<file path="src/rtl/logic_loop_sequencer_pkg.sv">
// Shared types and default sizing for the logical-operator loop sequencer.
package logic_ops_pkg;

  localparam int unsigned DEF_W1    = 3;
  localparam int unsigned DEF_W2    = 4;
  localparam int unsigned DEF_LIMIT = 3;

  typedef enum logic [1:0] {
    IDLE,
    EVAL,
    LOOP
  } seq_state_e;

endpackage

</file>
<file path="src/rtl/logic_loop_sequencer_if.sv">
// Request/operand and result/strobe bundle between stimulus source, sequencer and monitor.
interface logic_loop_sequencer_if
  import logic_ops_pkg::*;
#(
  parameter int unsigned W1 = DEF_W1,
  parameter int unsigned W2 = DEF_W2
);

  logic          start;
  logic [W1-1:0] val1;
  logic [W2-1:0] val2;
  logic          busy;
  logic          val1_zero;
  logic          val2_zero;
  logic          cond;
  logic          iter_valid;
  logic [W2-1:0] iter_val;
  logic [W2-1:0] iter_cnt;
  logic          done;

  modport master (
    output start, val1, val2,
    input  busy, val1_zero, val2_zero, cond, iter_valid, iter_val, iter_cnt, done
  );

  modport slave (
    input  start, val1, val2,
    output busy, val1_zero, val2_zero, cond, iter_valid, iter_val, iter_cnt, done
  );

endinterface

</file>
<file path="src/rtl/logic_loop_sequencer_flag_eval.sv">
// Combinational logical reductions of the two operands.
module logic_flag_eval
  import logic_ops_pkg::*;
#(
  parameter int unsigned W1 = DEF_W1,
  parameter int unsigned W2 = DEF_W2
) (
  input  logic [W1-1:0] val1,
  input  logic [W2-1:0] val2,
  output logic          val1_zero,
  output logic          val2_zero,
  output logic          cond
);

  always_comb begin
    val1_zero = (val1 == '0);
    val2_zero = (val2 == '0);
    cond      = (val1 != '0) && (val2 == '0);
  end

endmodule

</file>
<file path="src/rtl/logic_loop_sequencer.sv">
// Captures two operands, registers their logical flags, then counts from val2 up to LIMIT.
module logic_loop_sequencer
  import logic_ops_pkg::*;
#(
  parameter int unsigned W1    = DEF_W1,
  parameter int unsigned W2    = DEF_W2,
  parameter int unsigned LIMIT = DEF_LIMIT
) (
  input  logic                  clk,
  input  logic                  rst,
  logic_loop_sequencer_if.slave bus
);

  if (LIMIT >= (1 << W2)) begin : g_limit_check
    $error("LIMIT must be below 2**W2");
  end

  localparam logic [W2-1:0] LIMIT_V = W2'(LIMIT);

  seq_state_e    state_q, state_d;
  logic [W1-1:0] v1_q, v1_d;
  logic [W2-1:0] v2_q, v2_d;
  logic [W2-1:0] cur_q, cur_d;
  logic          busy_q, busy_d;
  logic          f1_q, f1_d, f2_q, f2_d, cond_q, cond_d;
  logic          iv_q, iv_d;
  logic [W2-1:0] ival_q, ival_d;
  logic [W2-1:0] icnt_q, icnt_d;
  logic          done_q, done_d;
  logic          e_v1z, e_v2z, e_cond;

  logic_flag_eval #(.W1(W1), .W2(W2)) u_flag_eval (
    .val1      (v1_q),
    .val2      (v2_q),
    .val1_zero (e_v1z),
    .val2_zero (e_v2z),
    .cond      (e_cond)
  );

  always_ff @(posedge clk) begin
    if (rst) state_q <= IDLE;
    else     state_q <= state_d;
  end

  always_comb begin
    state_d = state_q;
    case (state_q)
      IDLE:    if (bus.start) state_d = EVAL;
      EVAL:    state_d = LOOP;
      LOOP:    if (cur_q >= LIMIT_V) state_d = IDLE;
      default: state_d = IDLE;
    endcase
  end

  // Next values for every registered output; iter_valid and done are pulses.
  always_comb begin
    v1_d   = v1_q;
    v2_d   = v2_q;
    cur_d  = cur_q;
    busy_d = busy_q;
    f1_d   = f1_q;
    f2_d   = f2_q;
    cond_d = cond_q;
    iv_d   = 1'b0;
    ival_d = ival_q;
    icnt_d = icnt_q;
    done_d = 1'b0;
    case (state_q)
      IDLE: begin
        if (bus.start) begin
          v1_d   = bus.val1;
          v2_d   = bus.val2;
          icnt_d = '0;
          ival_d = '0;
          f1_d   = 1'b0;
          f2_d   = 1'b0;
          cond_d = 1'b0;
          busy_d = 1'b1;
        end
      end
      EVAL: begin
        f1_d   = e_v1z;
        f2_d   = e_v2z;
        cond_d = e_cond;
        cur_d  = v2_q;
      end
      LOOP: begin
        if (cur_q < LIMIT_V) begin
          iv_d   = 1'b1;
          ival_d = cur_q;
          cur_d  = cur_q + W2'(1);
          icnt_d = icnt_q + W2'(1);
        end else begin
          done_d = 1'b1;
          busy_d = 1'b0;
        end
      end
      default: ;
    endcase
  end

  always_ff @(posedge clk) begin
    if (rst) begin
      v1_q   <= '0;
      v2_q   <= '0;
      cur_q  <= '0;
      busy_q <= 1'b0;
      f1_q   <= 1'b0;
      f2_q   <= 1'b0;
      cond_q <= 1'b0;
      iv_q   <= 1'b0;
      ival_q <= '0;
      icnt_q <= '0;
      done_q <= 1'b0;
    end else begin
      v1_q   <= v1_d;
      v2_q   <= v2_d;
      cur_q  <= cur_d;
      busy_q <= busy_d;
      f1_q   <= f1_d;
      f2_q   <= f2_d;
      cond_q <= cond_d;
      iv_q   <= iv_d;
      ival_q <= ival_d;
      icnt_q <= icnt_d;
      done_q <= done_d;
    end
  end

  assign bus.busy       = busy_q;
  assign bus.val1_zero  = f1_q;
  assign bus.val2_zero  = f2_q;
  assign bus.cond       = cond_q;
  assign bus.iter_valid = iv_q;
  assign bus.iter_val   = ival_q;
  assign bus.iter_cnt   = icnt_q;
  assign bus.done       = done_q;

endmodule

</file>
<file path="src/flat_wrapper.sv">
// flat-port wrapper written by rule: the top's interface ports become plain ports
module logic_loop_sequencer_flat import logic_ops_pkg::*;
#(
  parameter int unsigned W1    = DEF_W1,
  parameter int unsigned W2    = DEF_W2,
  parameter int unsigned LIMIT = DEF_LIMIT
)
  (clk, rst, bus_start, bus_val1, bus_val2, bus_busy, bus_val1_zero, bus_val2_zero, bus_cond, bus_iter_valid, bus_iter_val, bus_iter_cnt, bus_done);
  logic_loop_sequencer_if #(.W1(W1), .W2(W2)) bus_i ();
  input  logic clk;
  input  logic rst;
  input wire logic [$bits(bus_i.start)-1:0] bus_start;
  input wire logic [$bits(bus_i.val1)-1:0] bus_val1;
  input wire logic [$bits(bus_i.val2)-1:0] bus_val2;
  output wire logic [$bits(bus_i.busy)-1:0] bus_busy;
  output wire logic [$bits(bus_i.val1_zero)-1:0] bus_val1_zero;
  output wire logic [$bits(bus_i.val2_zero)-1:0] bus_val2_zero;
  output wire logic [$bits(bus_i.cond)-1:0] bus_cond;
  output wire logic [$bits(bus_i.iter_valid)-1:0] bus_iter_valid;
  output wire logic [$bits(bus_i.iter_val)-1:0] bus_iter_val;
  output wire logic [$bits(bus_i.iter_cnt)-1:0] bus_iter_cnt;
  output wire logic [$bits(bus_i.done)-1:0] bus_done;
  assign bus_i.start = bus_start;
  assign bus_i.val1 = bus_val1;
  assign bus_i.val2 = bus_val2;
  assign bus_busy = bus_i.busy;
  assign bus_val1_zero = bus_i.val1_zero;
  assign bus_val2_zero = bus_i.val2_zero;
  assign bus_cond = bus_i.cond;
  assign bus_iter_valid = bus_i.iter_valid;
  assign bus_iter_val = bus_i.iter_val;
  assign bus_iter_cnt = bus_i.iter_cnt;
  assign bus_done = bus_i.done;
  logic_loop_sequencer #(.W1(W1), .W2(W2), .LIMIT(LIMIT)) u_core (.clk(clk), .rst(rst), .bus(bus_i));
endmodule
</file>
<file path="config.mk">
export PLATFORM = sky130hd
export DESIGN_NAME = logic_loop_sequencer_flat
export DESIGN_NICKNAME = d
export VERILOG_FILES = /design/src/rtl/logic_loop_sequencer_pkg.sv /design/src/rtl/logic_loop_sequencer_if.sv /design/src/rtl/logic_loop_sequencer_flag_eval.sv /design/src/rtl/logic_loop_sequencer.sv /design/src/flat_wrapper.sv
export SDC_FILE = /design/constraint.sdc
export NUM_CORES = 1
export LEC_CHECK = 0
export CORE_UTILIZATION = 40
export DETAILED_ROUTE_END_ITERATION = 10
export HOLD_SLACK_MARGIN = 0.06
export PLACE_DENSITY = 0.66
export SYNTH_ARGS = -nofsm -noshare
export SYNTH_HDL_FRONTEND = slang
export SYNTH_SLANG_ARGS = --single-unit
</file>
<file path="constraint.sdc">
create_clock -name clk -period 4.25 [get_ports clk]
set_input_delay 0.6375 -clock clk [delete_from_list [all_inputs] [get_ports clk]]
set_output_delay 0.6375 -clock clk [all_outputs]
set_load 0.02 [all_outputs]
</file>
==> key figures <==
Outcome
  • Outcome: completed

Logic synthesis
  • Largest cells by area after synthesis: dfxtp_1 51%, a22o_1 5.8%, nor2_1 3.9%
  • Synth top area share: 0.507
  • Sequential-to-total area share from yosys stat: 0.507
  • Post-synth EDFFs: 0
  • Syn Area/Cell: 9.87 sq um
  • Cell Area, Synth: 1070 sq um
  • Yosys cell types: 34
  • Ys async rst share: 0
  • Ys Warns: 0
  • FF+latch count, synth: 27
  • Leading area contributor after synthesis: dfxtp_1
  • Cells after synthesis: 108
  • Most common cell in the netlist: dfxtp_1
  • Top FF cell, synth: dfxtp_1
  • Syn_nets: 120
  • Most frequent cells after synthesis: 27 x dfxtp_1, 11 x nor2_1, 7 x a22o_1, 6 x a21oi_1, 6 x nor3_1

Clocking
  • Clock Sinks: 27
  • Clk buf depth: 2
  • Post-CTS setup buffer count: 0
  • Clock buffer count from CTS: 3
  • TritonCTS clock tree: built
  • H-tree Lvls: 1
  • CTS Hold Buffers Added: 0
  • Clk root buf: clkbuf_4
  • Clock transition at path regs: 140 ps
  • Worst-skew pair later-pin latency: 320 ps
  • CTS-repair resized insts: 0

Critical path
  • CP endpoint kind: flip-flop
  • CP required: 4530 ps
  • Flop2flop setup slack: 2250 ps
  • CP arrival: 2310 ps
  • Max FO, Critical Path: 18
  • Crit Path Class: input port to flip-flop
  • Critical Path Start Type: input port

Power and ir drop
  • Pleak: 0.490 nW
  • Peak supply drop: 171 uV
  • Power density cells: 345 nW/um^2

Global routing
  • Grt total ovfl: 0
  • Initial antenna violation count: 0
  • Vias in the first global route: 758
  • GRT Overall Usage: 0.170
  • Largest net degree at the start of global routing: 19
  • First-pass GRT wire length: 3470 um

Finish
  • Number of antenna repair diodes: 0
  • Area Overhead vs Synth: 25.4%
  • Share of post-route cells with drive strength above 1: 0.0698
  • Nets: 142

Timing
  • Clock Skew: 4.34 ps
  • Final WS setup: 2220 ps
  • Setup violators final: 0
  • Worst-Margin Slew: 680 ps
  • Final Hold Viols: 0
  • Peak Freq: 0.493 GHz
  • Final number of max-transition violations: 0
  • Max-slew headroom: 0.545
  • Unrepaired setup endpoints after global routing: false
  • Final min period: 2030 ps
  • Setup TNS: 0 ps
  • Tcrit/Tclk final: 0.478

Routing
  • Residual DRC: 0
  • Antenna-violating nets left: 0
  • Drt first pass iters: 4
  • DR vias: 857
  • Wirelength, routed: 2080 um
  • Wire per inst: 13.1 um
  • Via density: 5.39
  • DR iter-0 viols: 11

Floorplan
  • Die area: 2880 sq um
  • Number of core rows: 18
  • Core area: 2500 sq um
  • Initial Utilization: 0.426
  • I/O pins: 24
  • Die H: 53.6 um
  • Die X: 53.6 um

Placed design
  • Routability Congestion: 0.793
  • Place WS: 1890 ps
  • Buffers on Ports: 23
  • HPWL reported at the end of detailed placement: 1510 um

Hold path
  • Hold Path Class: flip-flop to flip-flop

Run
  • Max cap viols: 0
-- kinds of logic after synthesis --
logic type / synth area share
AND/OR/NAND/NOR: 0.196
AO/OA/AOI/OAI: 0.183
buffers and inverters: 0.0293
adder cells (fa/ha/maj): 0.0235
flip-flops: 0.507
XOR/XNOR: 0.0329
multiplexers: 0.0282
-- critical path: stages --
cell             delay [ps]
clkdlybuf4s50_1         760
nor3_2                  670
a22o_1                  240
-- flip-flops by register name, summed over array words and instances, names as in the netlist --
signal	count
u_core.bus.busy	1
u_core.bus.cond	1
u_core.bus.done	1
u_core.bus.iter_cnt	4
u_core.bus.iter_val	4
u_core.bus.iter_valid	1
u_core.bus.val1_zero	1
u_core.bus.val2_zero	1
u_core.cur_q	4
u_core.state_q	2
u_core.v1_q	3
u_core.v2_q	4
-- where the power goes --
part / switching (mW) / internal, mW
registers: 0.0137 / 0.266
logic: 0.0370 / 0.0351
clock network: 0.0724 / 0.0368
total: 0.123 / 0.338
-- layout make-up --
| type | instances | area (sq um) |
|---|---|---|
| Fill cell | 234 | 1160 |
| Sequential cell | 27 | 541 |
| Multi-Input combinational cell | 73 | 494 |
| Timing Repair Buffer | 23 | 230 |
| Tap cell | 30 | 37.5 |
| Clock buffer | 4 | 26.3 |
| Inverter | 2 | 7.51 |
-- path summary, 6_finish.rpt --
| path | from | depth (start not counted) | end |
|---|---|---|---|
| worst max-delay path | rst | 3 | u_core.v1_q[2] |
| worst min-delay path | u_core.bus.iter_val[0] | 2 | u_core.bus.iter_val[0] |
| worst max register to register | u_core.cur_q[0] | 5 | u_core.cur_q[3] |
| worst min register to register | u_core.bus.iter_val[0] | 2 | u_core.bus.iter_val[0] |
-- metal layers --
metal / vias up / part of all wire / track usage
met2: 17 / 0.45 / 0.271
met3: 4 / 0.030 / 0.0254
met5: - / 0 / 0
met4: 0 / 0.015 / 0.0921
li1: 431 / - / -
met1: 405 / 0.51 / 0.218
-- placed cells by master (no fill, tap or decap), drive strengths merged, types with 2 or more instances in the layout --
| master | instances |
|---|---|
| dfxtp | 27 |
| clkdlybuf4s50 | 23 |
| nor2 | 12 |
| a22o | 7 |
| nor3 | 7 |
| a21oi | 6 |
| nand2 | 5 |
| nand3 | 5 |
| xnor2 | 4 |
| clkbuf | 4 |
| mux2i | 3 |
| a211oi | 3 |
| inv | 2 |
| nand2b | 2 |
| and3 | 2 |
| nor2b | 2 |
| ha | 2 |
-- per-stage QoR --
step / hold slack, ps / std cells / utilization / total power [mW] / cell area, sq um
after detailed placement: 448 / 155 / 0.524 / 0.358 / 1310
after global routing: 497 / 159 / 0.535 / 0.486 / 1340
final: 464 / 159 / 0.535 / 0.461 / 1340
after CTS: 466 / 159 / 0.535 / 0.465 / 1340
after floorplan: 443 / 108 / - / 0.331 / 1070
after global placement: 444 / 155 / 0.524 / 0.356 / 1310
(Power assumes the default switching activity.)
==> RTL edit 1, RTL diff (same settings) <==
Make the reset (`rst`) asynchronous in 2 clocked blocks.
--- a/src/rtl/logic_loop_sequencer.sv
+++ b/src/rtl/logic_loop_sequencer.sv
@@ -37,7 +37,7 @@
     .cond      (e_cond)
   );
 
-  always_ff @(posedge clk) begin
+  always_ff @(posedge clk or posedge rst) begin
     if (rst) state_q <= IDLE;
     else     state_q <= state_d;
   end
@@ -99,7 +99,7 @@
     endcase
   end
 
-  always_ff @(posedge clk) begin
+  always_ff @(posedge clk or posedge rst) begin
     if (rst) begin
       v1_q   <= '0;
       v2_q   <= '0;
Behaviour: differs if rst is asserted again (counterexample within 4 cycles, from zero or initial values and one cycle with rst high); with rst held inactive, the same outputs for 10 cycles.
==> RTL edit 1 against the original RTL <==
Area after synthesis rose by 5.6%. Critical path depth is 2 lower. Worst setup slack gained 13 ps. Routed wire length is 4.3% higher. Clock skew shrank 2.7 ps. Cell area up 4.8%. Largest cell class unchanged. Critical endpoint is now bus_iter_cnt[0]. Synthesized cell count decreased by 1.9%. Worst hold slack gained 40 ps. Sequential cell count unchanged.
Power is not compared: it rests on default switching activity, and its combinational part moved more than twofold at a synthesized area within 25%.
==> RTL edit 1: results <==
[global_routing]
grt_max_degree = 28
grt_pass1_vias = 826

[drt]
wirelength_mm = 2.17
vias = 808

[placement]
placed_cell_area_sq_um = 1370
dp_hpwl_mm = 1.52
dp.cells = 154
dp_slack_ps = 1950
gp_congestion = 0.734

[setup_path]
reg2regPathDepth = 4
r2r-end = "u_core.bus.iter_cnt[3]$_DFFE_PP0P_"
reg2reg_from = "u_core.cur_q[1]$_DFFE_PP0P_"
startpoint = "u_core.bus.iter_cnt[0]$_DFFE_PP0P_"
arrival_ps = 1380

[outcome]
status = "finished, final reports clean"

[yosys]
yosys-top-cells-count = "31 x nand2_1, 27 x dfrtp_1, 6 x mux2i_1, 5 x inv_1"
yosys.area_share.xor_xnor_pct = 0.778
seq_area_frac_synth_pct = 60.0
synthArstFlopShare_pct = 100
synth_mux_area_share_pct = 8.33
synth-compound-area-share_pct = 4.78
ys.flop_type = "dfrtp_1"

[layout]
n_fill_cell = 243
drive_gt1_share_pct = 7.03

[sta]
tightest_slew_ps = 990
==> RTL edit 1: cell types whose count changed in the layout (fill, tap and decap cells not counted), moves of 4 or more <==
cell and change:
dfrtp_1 +27, dfxtp_1 -27, nand2_1 +26, nor2_1 -11, a22o_1 -6, a21oi_1 -4
nor3_1 -4, nor3b_1 +4
==> RTL edit 1: area by class of cell <==
class | count | area (sq um) | share of cell area, %
Tap cell | 30 | 37.5 | 2.68
Sequential cell | 27 | 676 | 48.3
Inverter | 5 | 18.8 | 1.34
Timing Repair Buffer | 23 | 230 | 16.4
Clock buffer | 4 | 26.3 | 1.88
Multi-Input combinational cell | 69 | 412 | 29.4
==> RTL edit 1: per-layer routing <==
metal  vias up  GRT usage [%]  wire length, um
met5         -              0                0
met4         0           4.58               36
met3         4           6.56              101
met2        23           29.1              995
met1       386           21.6             1030
li1        395              -                -
==> RTL edit 2, RTL diff (same settings) <==
Made on the original files. Set the package constant `DEF_W2` to 2 (it was 4).
--- a/src/rtl/logic_loop_sequencer_pkg.sv
+++ b/src/rtl/logic_loop_sequencer_pkg.sv
@@ -2,7 +2,7 @@
 package logic_ops_pkg;
 
   localparam int unsigned DEF_W1    = 3;
-  localparam int unsigned DEF_W2    = 4;
+  localparam int unsigned DEF_W2    = 2;
   localparam int unsigned DEF_LIMIT = 3;
 
   typedef enum logic [1:0] {
Interface: changed (resized bus_iter_cnt, bus_iter_val and bus_val2); port bits go from 24 to 18. No check against the original RTL was run, so the function may have changed too.
==> RTL edit 2 against the original RTL <==
Register-to-register slack improved by 550 ps. Fmax up 5.2%. Critical path depth fell by 2. First-iteration DRC count fell by 27%. Routed wire length down 28%. Via count down 23%. Worst setup slack better by 100 ps. Combinational power shrank 16%. Cell count down 17%. Total power is 23% lower. Cell area decreased by 23%. Sequential cell count down 8. Area after synthesis fell by 22%.
==> RTL edit 2: results <==
[setup_path]
startpoint = "u_core.bus.iter_cnt[0]$_SDFFE_PP0P_"
max_stage_delay_ps = 620
arrival_ps = 1290
reg2reg_from = "u_core.state_q[1]$_SDFFE_PP0P_"
crit_path_end = "bus_iter_cnt[0]"

[outcome]
status = "finished, final reports clean"

[power]
ir_drop_mv = 0.215
p_leak_nw = 0.378
powerClk_uw = 89.9
p_total_uw = 354
seq_power_uw = 203

[placement]
gp_congestion = 0.665
placed_cell_area_sq_um = 1010
dp_hpwl_mm = 1.04
dp_slack_ps = 2230

[clock_network]
clk_latency_ps = 290
path_clk_slew_ps = 100

[drt]
wirelength_mm = 1.50
drtIter0Drc = 8
met2_length_um = 682
wl_per_cell_um = 11.3
wl_met3_um = 58
met1_length_um = 734

[yosys]
synth_cell_types = 32
synthTopCellsByArea = "dfxtp_1 46%, mux2i_1 9.6%, nor2_1 4.5%"
seq_area_frac_synth_pct = 45.6
avgSynthCellArea_sq_um = 9.36
syn_nets = 99
yosys-top-cells-count = "19 x dfxtp_1, 10 x nor2_1, 8 x mux2i_1"

[global_routing]
grt_max_degree = 21

[layout]
nNetsFinal = 116
fin_util_pct = 52.7
drive_gt1_share_pct = 7.62

[sta]
fin_hold_ws_ps = 460
tightest_slew_ps = 713
clock_skew_ps = 0.839

[min_path]
hold_end = "u_core.bus.cond$_SDFFE_PP0P_"
==> RTL edit 2: cell types whose count changed in the layout (fill, tap and decap cells not counted), moves of 3 or more <==
cell	change
nor3_1	-4
dfxtp_1	-8
a31oi_1	+3
mux2i_1	+5
xnor2_1	-3
a22o_1	-7
clkdlybuf4s50_1	-6
==> RTL edit 2: area by class of cell <==
type	instances	area share (%)
Multi-Input combinational cell	62	39.9
Timing Repair Buffer	17	16.4
Clock buffer	4	2.54
Inverter	3	1.09
Tap cell	27	3.26
Sequential cell	19	36.8
==> RTL edit 2: cells by family after synthesis <==
family | Yosys count | synth area share [%]
compound gates | 17 | 13.4
mux | 8 | 9.61
xor+xnor | 1 | 1.05
simple gates | 34 | 22.5
fa+ha+maj | 2 | 3.00
flops | 19 | 45.6
buf+inv | 8 | 4.80
==> RTL edit 2: per-layer routing <==
metal	vias up	track usage, %
met1	299	17.9
met3	4	3.40
met5	-	0
met2	15	24.1
met4	0	5.00
li1	343	-
